**src/rtl/driver_mon_pkg.sv**
```systemverilog
// Shared definitions for the driver FIFO-occupancy histogram monitor.
//   mon_state_e  : monitor FSM states
//   BIN_LINEAR / BIN_LOG2 : binning mode selectors
//   clog2_min1   : ceil(log2(n)), never less than 1 (safe as a port width)
package driver_mon_pkg;

    typedef enum logic [1:0] {
        MON_IDLE = 2'd0,
        MON_RUN  = 2'd1,
        MON_DONE = 2'd2
    } mon_state_e;

    localparam int unsigned BIN_LINEAR = 0;
    localparam int unsigned BIN_LOG2   = 1;

    function automatic int unsigned clog2_min1(input int unsigned n);
        return (n <= 2) ? 1 : $clog2(n);
    endfunction

endpackage

```
**src/rtl/hist_bin_calc.sv**
```systemverilog
// Combinational mapping of one FIFO occupancy level to a histogram bin index.
//   level : occupancy sample, LEVEL_W bits
//   bin   : bin index, clamped to NUM_BINS-1
// Linear mode: level / BIN_RANGE. Log2 mode: 0 -> 0, else (MSB index + 1).
module hist_bin_calc
    import driver_mon_pkg::*;
#(
    parameter int unsigned LEVEL_W   = 16,
    parameter int unsigned NUM_BINS  = 16,
    parameter int unsigned BIN_RANGE = 8,
    parameter int unsigned BIN_MODE  = BIN_LINEAR,
    localparam int unsigned BIN_W    = clog2_min1(NUM_BINS)
) (
    input  logic [LEVEL_W-1:0] level,
    output logic [BIN_W-1:0]   bin
);

    localparam int unsigned SHIFT = $clog2(BIN_RANGE);
    // NUM_BINS is a power of two, so NUM_BINS-1 is all ones; truncating it to a
    // narrow LEVEL_W still gives the largest representable index.
    localparam logic [LEVEL_W-1:0] MAX_BIN = LEVEL_W'(NUM_BINS - 1);

    logic [LEVEL_W-1:0] lin_idx;
    logic [LEVEL_W-1:0] log_idx;
    logic [LEVEL_W-1:0] sel_idx;

    always_comb begin
        lin_idx = level >> SHIFT;
        log_idx = '0;
        // Last set bit wins, leaving MSB position + 1.
        for (int i = 0; i < LEVEL_W; i++) begin
            if (level[i]) begin
                log_idx = LEVEL_W'(i + 1);
            end
        end
        sel_idx = (BIN_MODE == BIN_LOG2) ? log_idx : lin_idx;
        bin     = (sel_idx > MAX_BIN) ? BIN_W'(MAX_BIN) : BIN_W'(sel_idx);
    end

endmodule

```
**src/rtl/driver_hist_monitor.sv**
```systemverilog
// Multi-channel FIFO-occupancy histogram monitor.
// While in RUN, every cycle each channel's occupancy is binned and the bin's
// saturating counter is incremented; per-channel peak level and a run cycle
// counter are also kept. Results are read through a one-cycle-latency port.
//   clk, reset (async, active high)
//   run_program / end_program : start / stop pulses
//   clear      : synchronous zero of counters, peaks, cycle_cnt, sat_flag
//   fifo_level : packed occupancy, channel c at [c*LEVEL_W +: LEVEL_W]
//   rd_en, rd_ch, rd_bin : read request; rd_bin == NUM_BINS selects the peak
//   rd_data, rd_valid    : read result, one cycle after rd_en
//   active, done         : registered RUN / DONE decodes
//   cycle_cnt            : saturating count of RUN cycles
//   sat_flag             : sticky per-channel "some bin saturated"
module driver_hist_monitor
    import driver_mon_pkg::*;
#(
    parameter int unsigned NUM_CH    = 2,
    parameter int unsigned LEVEL_W   = 16,
    parameter int unsigned CNT_W     = 16,
    parameter int unsigned NUM_BINS  = 16,
    parameter int unsigned BIN_RANGE = 8,
    parameter int unsigned BIN_MODE  = BIN_LINEAR,
    localparam int unsigned CH_W     = clog2_min1(NUM_CH),
    localparam int unsigned RD_BIN_W = $clog2(NUM_BINS) + 1
) (
    input  logic                      clk,
    input  logic                      reset,
    input  logic                      run_program,
    input  logic                      end_program,
    input  logic                      clear,
    input  logic [NUM_CH*LEVEL_W-1:0] fifo_level,
    input  logic                      rd_en,
    input  logic [CH_W-1:0]           rd_ch,
    input  logic [RD_BIN_W-1:0]       rd_bin,
    output logic [CNT_W-1:0]          rd_data,
    output logic                      rd_valid,
    output logic                      active,
    output logic                      done,
    output logic [CNT_W-1:0]          cycle_cnt,
    output logic [NUM_CH-1:0]         sat_flag
);

    localparam int unsigned BIN_W = clog2_min1(NUM_BINS);
    localparam logic [CNT_W-1:0] CNT_MAX = '1;

    mon_state_e state_q, state_d;
    logic       active_q, done_q;

    logic [CNT_W-1:0]   hist_q [NUM_CH][NUM_BINS];
    logic [LEVEL_W-1:0] peak_q [NUM_CH];
    logic [NUM_CH-1:0]  sat_q;
    logic [CNT_W-1:0]   cycle_q;

    logic [LEVEL_W-1:0] ch_level [NUM_CH];
    logic [BIN_W-1:0]   ch_bin   [NUM_CH];

    logic [CNT_W-1:0] rd_value;
    logic [CNT_W-1:0] rd_data_q;
    logic             rd_valid_q;
    logic             sample;

    // ------------------------------------------------------------------
    // Per-channel bin mapping
    // ------------------------------------------------------------------
    for (genvar c = 0; c < NUM_CH; c++) begin : g_ch
        assign ch_level[c] = fifo_level[c*LEVEL_W +: LEVEL_W];

        hist_bin_calc #(
            .LEVEL_W   (LEVEL_W),
            .NUM_BINS  (NUM_BINS),
            .BIN_RANGE (BIN_RANGE),
            .BIN_MODE  (BIN_MODE)
        ) u_bin (
            .level (ch_level[c]),
            .bin   (ch_bin[c])
        );
    end

    // ------------------------------------------------------------------
    // FSM
    // ------------------------------------------------------------------
    always_comb begin
        state_d = state_q;
        case (state_q)
            MON_IDLE: begin
                if (run_program) begin
                    state_d = end_program ? MON_DONE : MON_RUN;
                end
            end
            MON_RUN: begin
                if (end_program) begin
                    state_d = MON_DONE;
                end
            end
            MON_DONE: begin
                // Leaving results in place on restart is intentional; clear
                // takes precedence so a clear+run pulse lands in IDLE.
                if (clear) begin
                    state_d = MON_IDLE;
                end else if (run_program && !end_program) begin
                    state_d = MON_RUN;
                end
            end
            default: state_d = MON_IDLE;
        endcase
    end

    always_ff @(posedge clk or posedge reset) begin
        if (reset) begin
            state_q  <= MON_IDLE;
            active_q <= 1'b0;
            done_q   <= 1'b0;
        end else begin
            state_q  <= state_d;
            active_q <= (state_d == MON_RUN);
            done_q   <= (state_d == MON_DONE);
        end
    end

    // ------------------------------------------------------------------
    // Histogram, peak and cycle counters
    // ------------------------------------------------------------------
    assign sample = (state_q == MON_RUN) && !clear;

    always_ff @(posedge clk or posedge reset) begin
        if (reset) begin
            for (int c = 0; c < NUM_CH; c++) begin
                for (int b = 0; b < NUM_BINS; b++) begin
                    hist_q[c][b] <= '0;
                end
                peak_q[c] <= '0;
            end
            sat_q   <= '0;
            cycle_q <= '0;
        end else if (clear) begin
            for (int c = 0; c < NUM_CH; c++) begin
                for (int b = 0; b < NUM_BINS; b++) begin
                    hist_q[c][b] <= '0;
                end
                peak_q[c] <= '0;
            end
            sat_q   <= '0;
            cycle_q <= '0;
        end else if (sample) begin
            for (int c = 0; c < NUM_CH; c++) begin
                for (int b = 0; b < NUM_BINS; b++) begin
                    if (ch_bin[c] == BIN_W'(b)) begin
                        if (hist_q[c][b] == CNT_MAX) begin
                            sat_q[c] <= 1'b1;
                        end else begin
                            hist_q[c][b] <= hist_q[c][b] + CNT_W'(1);
                        end
                    end
                end
                if (ch_level[c] > peak_q[c]) begin
                    peak_q[c] <= ch_level[c];
                end
            end
            if (cycle_q != CNT_MAX) begin
                cycle_q <= cycle_q + CNT_W'(1);
            end
        end
    end

    // ------------------------------------------------------------------
    // Read port: selection from the current (pre-increment) state.
    // Unmatched channel/bin selects fall through to zero.
    // ------------------------------------------------------------------
    always_comb begin
        rd_value = '0;
        for (int c = 0; c < NUM_CH; c++) begin
            if (rd_ch == CH_W'(c)) begin
                for (int b = 0; b < NUM_BINS; b++) begin
                    if (rd_bin == RD_BIN_W'(b)) begin
                        rd_value = hist_q[c][b];
                    end
                end
                if (rd_bin == RD_BIN_W'(NUM_BINS)) begin
                    rd_value = CNT_W'(peak_q[c]);
                end
            end
        end
    end

    always_ff @(posedge clk or posedge reset) begin
        if (reset) begin
            rd_data_q  <= '0;
            rd_valid_q <= 1'b0;
        end else begin
            rd_valid_q <= rd_en;
            if (rd_en) begin
                rd_data_q <= rd_value;
            end
        end
    end

    assign rd_data   = rd_data_q;
    assign rd_valid  = rd_valid_q;
    assign active    = active_q;
    assign done      = done_q;
    assign cycle_cnt = cycle_q;
    assign sat_flag  = sat_q;

endmodule

```
**config.mk**
```make
export PLATFORM = sky130hd
export DESIGN_NAME = driver_hist_monitor
export DESIGN_NICKNAME = d
export VERILOG_FILES = /design/src/rtl/driver_mon_pkg.sv /design/src/rtl/hist_bin_calc.sv /design/src/rtl/driver_hist_monitor.sv
export SDC_FILE = /design/constraint.sdc
export NUM_CORES = 2
export LEC_CHECK = 0
export BUFFER_PORTS_ARGS = -buffer_cell sky130_fd_sc_hd__buf_2
export CAP_MARGIN = 20
export CELL_PAD_IN_SITES_DETAIL_PLACEMENT = 1
export CELL_PAD_IN_SITES_GLOBAL_PLACEMENT = 2
export CORE_UTILIZATION = 43
export DETAILED_ROUTE_END_ITERATION = 8
export HOLD_SLACK_MARGIN = 0.08
export PLACE_DENSITY = 0.91
export SETUP_SLACK_MARGIN = 0.15
export SLEW_MARGIN = 20
export SYNTH_ARGS = -nofsm -noshare
export SYNTH_HDL_FRONTEND = slang
export SYNTH_SLANG_ARGS = --single-unit
```
**constraint.sdc**
```tcl
create_clock -name clk -period 55.3 [get_ports clk]
set_clock_uncertainty 0.2 [all_clocks]
set_input_delay 2.765 -clock clk [delete_from_list [all_inputs] [get_ports clk]]
set_output_delay 2.765 -clock clk [all_outputs]
set_load 0.01 [all_outputs]
```
# Word-level counts from Yosys, hierarchy flattened
# Index checks and enable logic that the tools add are counted.
[op_classes] shift=0 n_mul=0 div=0 bitwise_logic=0 eq_ne=115 n_lt_le_gt_ge=4 n_reduce_logical=79 addsub=33 mux=203
[ops] cell="16-bit 2-to-1 mux" n=105
[ops] cell="512-bit 2-to-1 mux" n=2
[ops] cell="16-bit by 1-bit adder with 16-bit output, second input constant" n=33
[ops] cell="16-bit equality test, second input constant" n=32
[ops] cell="3-bit AND reduction" n=32
[ops] cell="1-bit 2-to-1 mux" n=84
[ops] cell="2-bit nonzero test" n=36
[ops] cell="4-bit equality test, second input constant" n=16
[ops] cell="32-bit 2-to-1 mux" n=2
[ops] cell="2-bit inequality test, second input constant" n=32
[ops] cell="5-bit by 4-bit equality test with 1-bit output, second input constant" n=8
[ops] cell="4-bit by 3-bit equality test with 1-bit output, second input constant" n=8
[ops] cell="16-bit greater-than comparator" n=2
[ops] cell="13-bit by 4-bit greater-than comparator with 1-bit output, second input constant" n=2
[ops] cell="5-bit by 3-bit equality test with 1-bit output, second input constant" n=4
[ops] cell="4-bit by 2-bit equality test with 1-bit output, second input constant" n=4
[ops] cell="16-bit inequality test, second input constant" n=1
[ops] cell="2-bit 2-to-1 mux" n=7
[ops] cell="5-bit by 2-bit equality test with 1-bit output, second input constant" n=2
[ops] cell="4-bit by 1-bit equality test with 1-bit output, second input constant" n=2
[ops] cell="4-bit logical NOT" n=2
[ops] cell="4-bit 2-to-1 mux" n=2
[ops] cell="2-bit one-hot mux with 3 select lines" n=1
[ops] cell="2-bit AND reduction" n=3
[ops] cell="8 further kinds" n=12
[word_totals] memories=0 output_inout_bits=37 latch_bits=0 mem_bits_rw=0 mem_bits_ro=0 input_bits=44 regBits=583

# Depth between registers and ports, before layout
[depth] depth_word=46 ltp_mapped=12 depth_no_buf=9

# By module
# A second synthesis with hierarchy kept.
[hier_totals] cells_unflattened=4019 hier_area_um2=35232.5
[by_module_without_submodules] module="driver_hist_monitor" instances=1 cells_per_inst=3999 seq_area_each_um2=14589.0 area_per_inst_um2=35092.4
[by_module_without_submodules] module="hist_bin_calc" instances=2 cells_per_inst=10 seq_area_each_um2=0.0 area_per_inst_um2=70.1

# Worst setup path before layout
# OpenSTA, ideal clock, no wires.
[synth_path] kind="input port to flip-flop" start="in fifo_level[9]" end="reg hist_q[494] (netlist bit)" path_stages=6 setup_slack_ps=49964 path_buffers=0 arrival_ps=5008 setup_time_ps=128 cell_sequence="or4_4 -> or4_4 -> a2111oi_4 -> nand4_1 -> nor2_1 -> mux2_1"
[synth_between] elab_chain_cells=5
[synth_rtl] item="start, declared" line="driver_hist_monitor.sv:31" text="input logic [NUM_CH*LEVEL_W-1:0] fifo_level,"
[synth_rtl] item="13-bit by 4-bit greater-than comparator with 1-bit output" line="hist_bin_calc.sv:37" text="bin = (sel_idx > MAX_BIN) ? BIN_W'(MAX_BIN) : BIN_W'(sel_idx);"
[synth_rtl] item="4-bit 2-to-1 mux" line="hist_bin_calc.sv:37"
[synth_rtl] item="4-bit by 1-bit equality test with 1-bit output" line="driver_hist_monitor.sv:147" text="if (ch_bin[c] == BIN_W'(b)) begin"
[synth_rtl] item="2-bit nonzero test (no line)"
[synth_rtl] item="3-bit AND reduction (no line)"
[synth_rtl] item="end signal, assigned by index" line="driver_hist_monitor.sv:151" text="hist_q[c][b] <= hist_q[c][b] + CNT_W'(1);"
[synth_rtl] item="end, declared" line="driver_hist_monitor.sv:49" text="logic [CNT_W-1:0] hist_q [NUM_CH][NUM_BINS];"
# No other way between the ends.
# A chain may end at the register's enable or synchronous reset.

# Worst setup path in the final report
[layout_path] start="in rd_bin[1]" end="reg rd_data_q[0], in the netlist rd_data[0]"
[layout_between] elab_chain_cells=37
[layout_rtl] item="start, declared" line="driver_hist_monitor.sv:34" text="input logic [RD_BIN_W-1:0] rd_bin,"
[layout_rtl] item="5-bit logical NOT" line="driver_hist_monitor.sv:174" text="if (rd_bin == RD_BIN_W'(b)) begin"
[layout_rtl] item="16-bit 2-to-1 mux (16 in a row)" line="driver_hist_monitor.sv:174"
[layout_rtl] item="16-bit 2-to-1 mux" line="driver_hist_monitor.sv:178" text="if (rd_bin == RD_BIN_W'(NUM_BINS)) begin"
[layout_rtl] item="16-bit 2-to-1 mux" line="driver_hist_monitor.sv:172" text="if (rd_ch == CH_W'(c)) begin"
[layout_rtl] item="16-bit 2-to-1 mux (16 in a row)" line="driver_hist_monitor.sv:174"
[layout_rtl] item="16-bit 2-to-1 mux" line="driver_hist_monitor.sv:178"
[layout_rtl] item="16-bit 2-to-1 mux (*)" line="driver_hist_monitor.sv:172"
[layout_rtl] item="end signal, assigned" line="driver_hist_monitor.sv:192" text="rd_data_q <= rd_value;"
[layout_rtl] item="end, declared" line="driver_hist_monitor.sv:58" text="logic [CNT_W-1:0] rd_data_q;"
# Every way passes the cells marked *; elsewhere a longest branch is shown, timed or not.

==> flow_summary.toml <==
[floorplan]
core-area_sq_mm = 0.0808
num_rows = 104
ios = 81
initial_core_util = 0.435
die-area_sq_mm = 0.0830
fp.dieH_um = 288
die_w_um = 288

[worst_setup_path]
timing.critical_path.mode_cell = "buf_4"
worstPathMaxFanout = 50
worst-path-stages = 9
critical_path_arrival_ns = 6.78
max_stage_delay_ns = 0.81
worstSetupStartpoint = "rd_bin[1]"
reg2reg_depth = 6
cp_slowest_cell = "nor2_1"
r2r_setup_slack_ns = 51.46
worstReg2RegStart = "state_q[0]"
critPathBufInv = 2
critPathKind = "primary input to flip-flop"
cp-start-kind = "primary input"
critPathCaptureType = "flip-flop"
required_ns = 55.67
path_cells = "buf_4, buf_4, nand2b_1, nor2_1, a222oi_1, a21oi_1, o21ai_0, nand4_1, o221a_2"
path_delay_family = "simple AND/OR/NAND/NOR gates"

[sta]
finalCriticalPeriod_ns = 6.41
finalCritPeriodShare = 0.116
tightest_slew_ns = 1.22
drv_slew = 0
hold_violations = 0
setup_viol = 0
clock.fmax_mhz = 156
slew_headroom = 0.180
setup-tns-final_ns = 0
rsz0062_at_grt = "false"

[clock_network]
cts_tree = "yes"
clock_sink_count = 583
postCtsSetupBuffers = 0
cts_buffers = 71
cts.repair.resized = 0
clockBufferDepth = 3
ctsHoldBuffers = 0
cts.reportedPaths.clkPinSlew_ns = 0.06
clk_latency_ns = 0.64
htree_levels = 3
clockRootBuffer = "clkbuf_16"

[hold_path]
min-delay-start = "peak_q[17]"
worstHoldPathCells = 2
hp-class = "flip-flop to flip-flop"

[pwr]
ir_worst_vdd_v = 0.0000250
leakage_nw = 15.8
power_density_mw_per_mm2 = 25.6

[routing]
drc = 0
ant_nets = 0
route.detailed.wl_per_inst_um = 27.1
vias = 33011
drt_iter0_markers = 3634
viasPerCell = 6.43
wl_um = 139000
drtPass1Iterations = 9

[flow_run]
drv_cap = 0

[logic_synthesis]
synth.avg_cell_area_sq_um = 8.75
yosysMostFrequentCell = "nor2_1"
synth-edff-count = 0
synth-seq-cells = 583
synth_area_leaders = "dfrtp_1 41%, nor2_1 7.4%, xor2_1 6.5%"
netlist_instances = 4021
syn-num-nets = 4130
synth_commonest_cells = "697 x nor2_1, 583 x dfrtp_1, 302 x nand2_1"
netlist_area_sq_mm = 0.0352
async_flop_share = 1.00
synth_area_leader_cell = "dfrtp_1"
ys_seq_area_frac = 0.415
ys_types = 90
yosysWarnings = 0
synth_top_area_share = 0.415
synthFlopType = "dfrtp_1"

[placed_design]
post-dp-hpwl_um = 101000
placed_cell_area_sq_mm = 0.0365
gp_congestion = 0.981
numPortBuffers = 80

[final_layout]
drive_above_1_share = 0.0774
finalInstanceArea_sq_mm = 0.0389
fin_nets = 4126
fillers = 9430
syn_to_final_growth_pct = 10.6

[global_routing]
grt_use_total = 0.334
grt_pass1_wl_um = 210000
antenna_found_initial = 4
grt_pass1_vias = 32712
grt_max_degree = 158
grt_overflow = 0

[outcome]
status = "completed"
worst min-delay path: cells and delay by family, from the launching register on:
kind	cells	cell delay [ns]
and+or+nand+nor	1	0.08
muxes	1	0.07
DFF	1	0.35
routing by layer:
| metal | global-route usage | up-vias | share of wire |
|---|---|---|---|
| met4 | 0.177 | 2 | 0.060 |
| li1 | - | 14355 | - |
| met5 | 0 | - | 0.000093 |
| met1 | 0.452 | 16777 | 0.41 |
| met2 | 0.503 | 1514 | 0.44 |
| met3 | 0.0676 | 363 | 0.087 |
final cells by class:
class,count,area [sq um],share of cell area
inverter,107,409,0.0105
clock inverter,23,279,0.00717
multi-input combinational,3133,19500,0.501
timing repair buffer,121,747,0.0192
clock buffer,103,2070,0.0532
antenna,1,2.50,0.0000643
sequential,583,14600,0.375
tap,1060,1330,0.0341
layout by cell type, fill, tap and decap left out, drive strengths merged, types with 14 or more instances in the layout:
master	Yosys	routed
dfrtp	583	583
or3	75	75
or2	17	17
ha	65	65
a22oi	27	27
mux2	21	21
o211ai	18	18
o21ai	169	169
nand4	171	171
xor2	260	260
o2111ai	14	14
nor2	698	698
nor4	45	45
nand2	302	302
and3	65	65
clkinv	2	15
o221ai	31	31
o21a	17	17
nand3	182	182
a21oi	173	173
nand2b	18	18
buf	33	121
clkbuf	165	103
o22ai	51	51
nor3	104	104
xnor2	174	174
mux2i	101	101
inv	105	108
nor2b	28	28
and2	14	14
a221oi	23	23
a211oi	26	26
and4	48	48
through the flow:
| step | total power [mW] | cells | hold slack [ns] | setup slack (ns) | util |
|---|---|---|---|---|---|
| after floorplan | 0.487 | 4021 | 0.289 | 36.02 | - |
| after global placement | 0.518 | 5003 | 0.304 | 48.55 | 0.452 |
| after detailed placement | 0.520 | 5003 | 0.323 | 48.50 | 0.452 |
| after CTS | 1.00 | 5129 | 0.334 | 49.12 | 0.481 |
| after global routing | 1.02 | 5130 | 0.380 | 48.82 | 0.482 |
| final | 0.995 | 5131 | 0.331 | 48.89 | 0.482 |
logic make-up after synthesis:
group	synth area share
simple gates	0.250
compound gates	0.130
flops	0.415
xor+xnor	0.108
buf+inv	0.0330
mux	0.0406
fa+ha+maj	0.0231
sequential cells by signal, summed over array words and instances, names as in the netlist:
register / count
rd_data: 16
state_q: 2
rd_valid: 1
hist_q: 512
done: 1
cycle_cnt: 16
sat_flag: 2
peak_q: 32
active: 1
path summary, 6_finish.rpt:
kind | end
worst max register to register | hist_q[85]
worst min-delay path | peak_q[17]
worst max-delay path | rd_data[0]
min in group asynchronous | hist_q[472]
worst min register to register | peak_q[17]
max in group asynchronous | hist_q[6]
power breakdown:
part           total (mW)  leakage, nW  switching (mW)  internal (mW)
combinational      0.0779         6.55          0.0582         0.0196
clock               0.480         1.15           0.200          0.280
sequential          0.437         8.12         0.00666          0.430
total               0.995         15.8           0.265          0.730
Power figures use the tool's default switching activity.
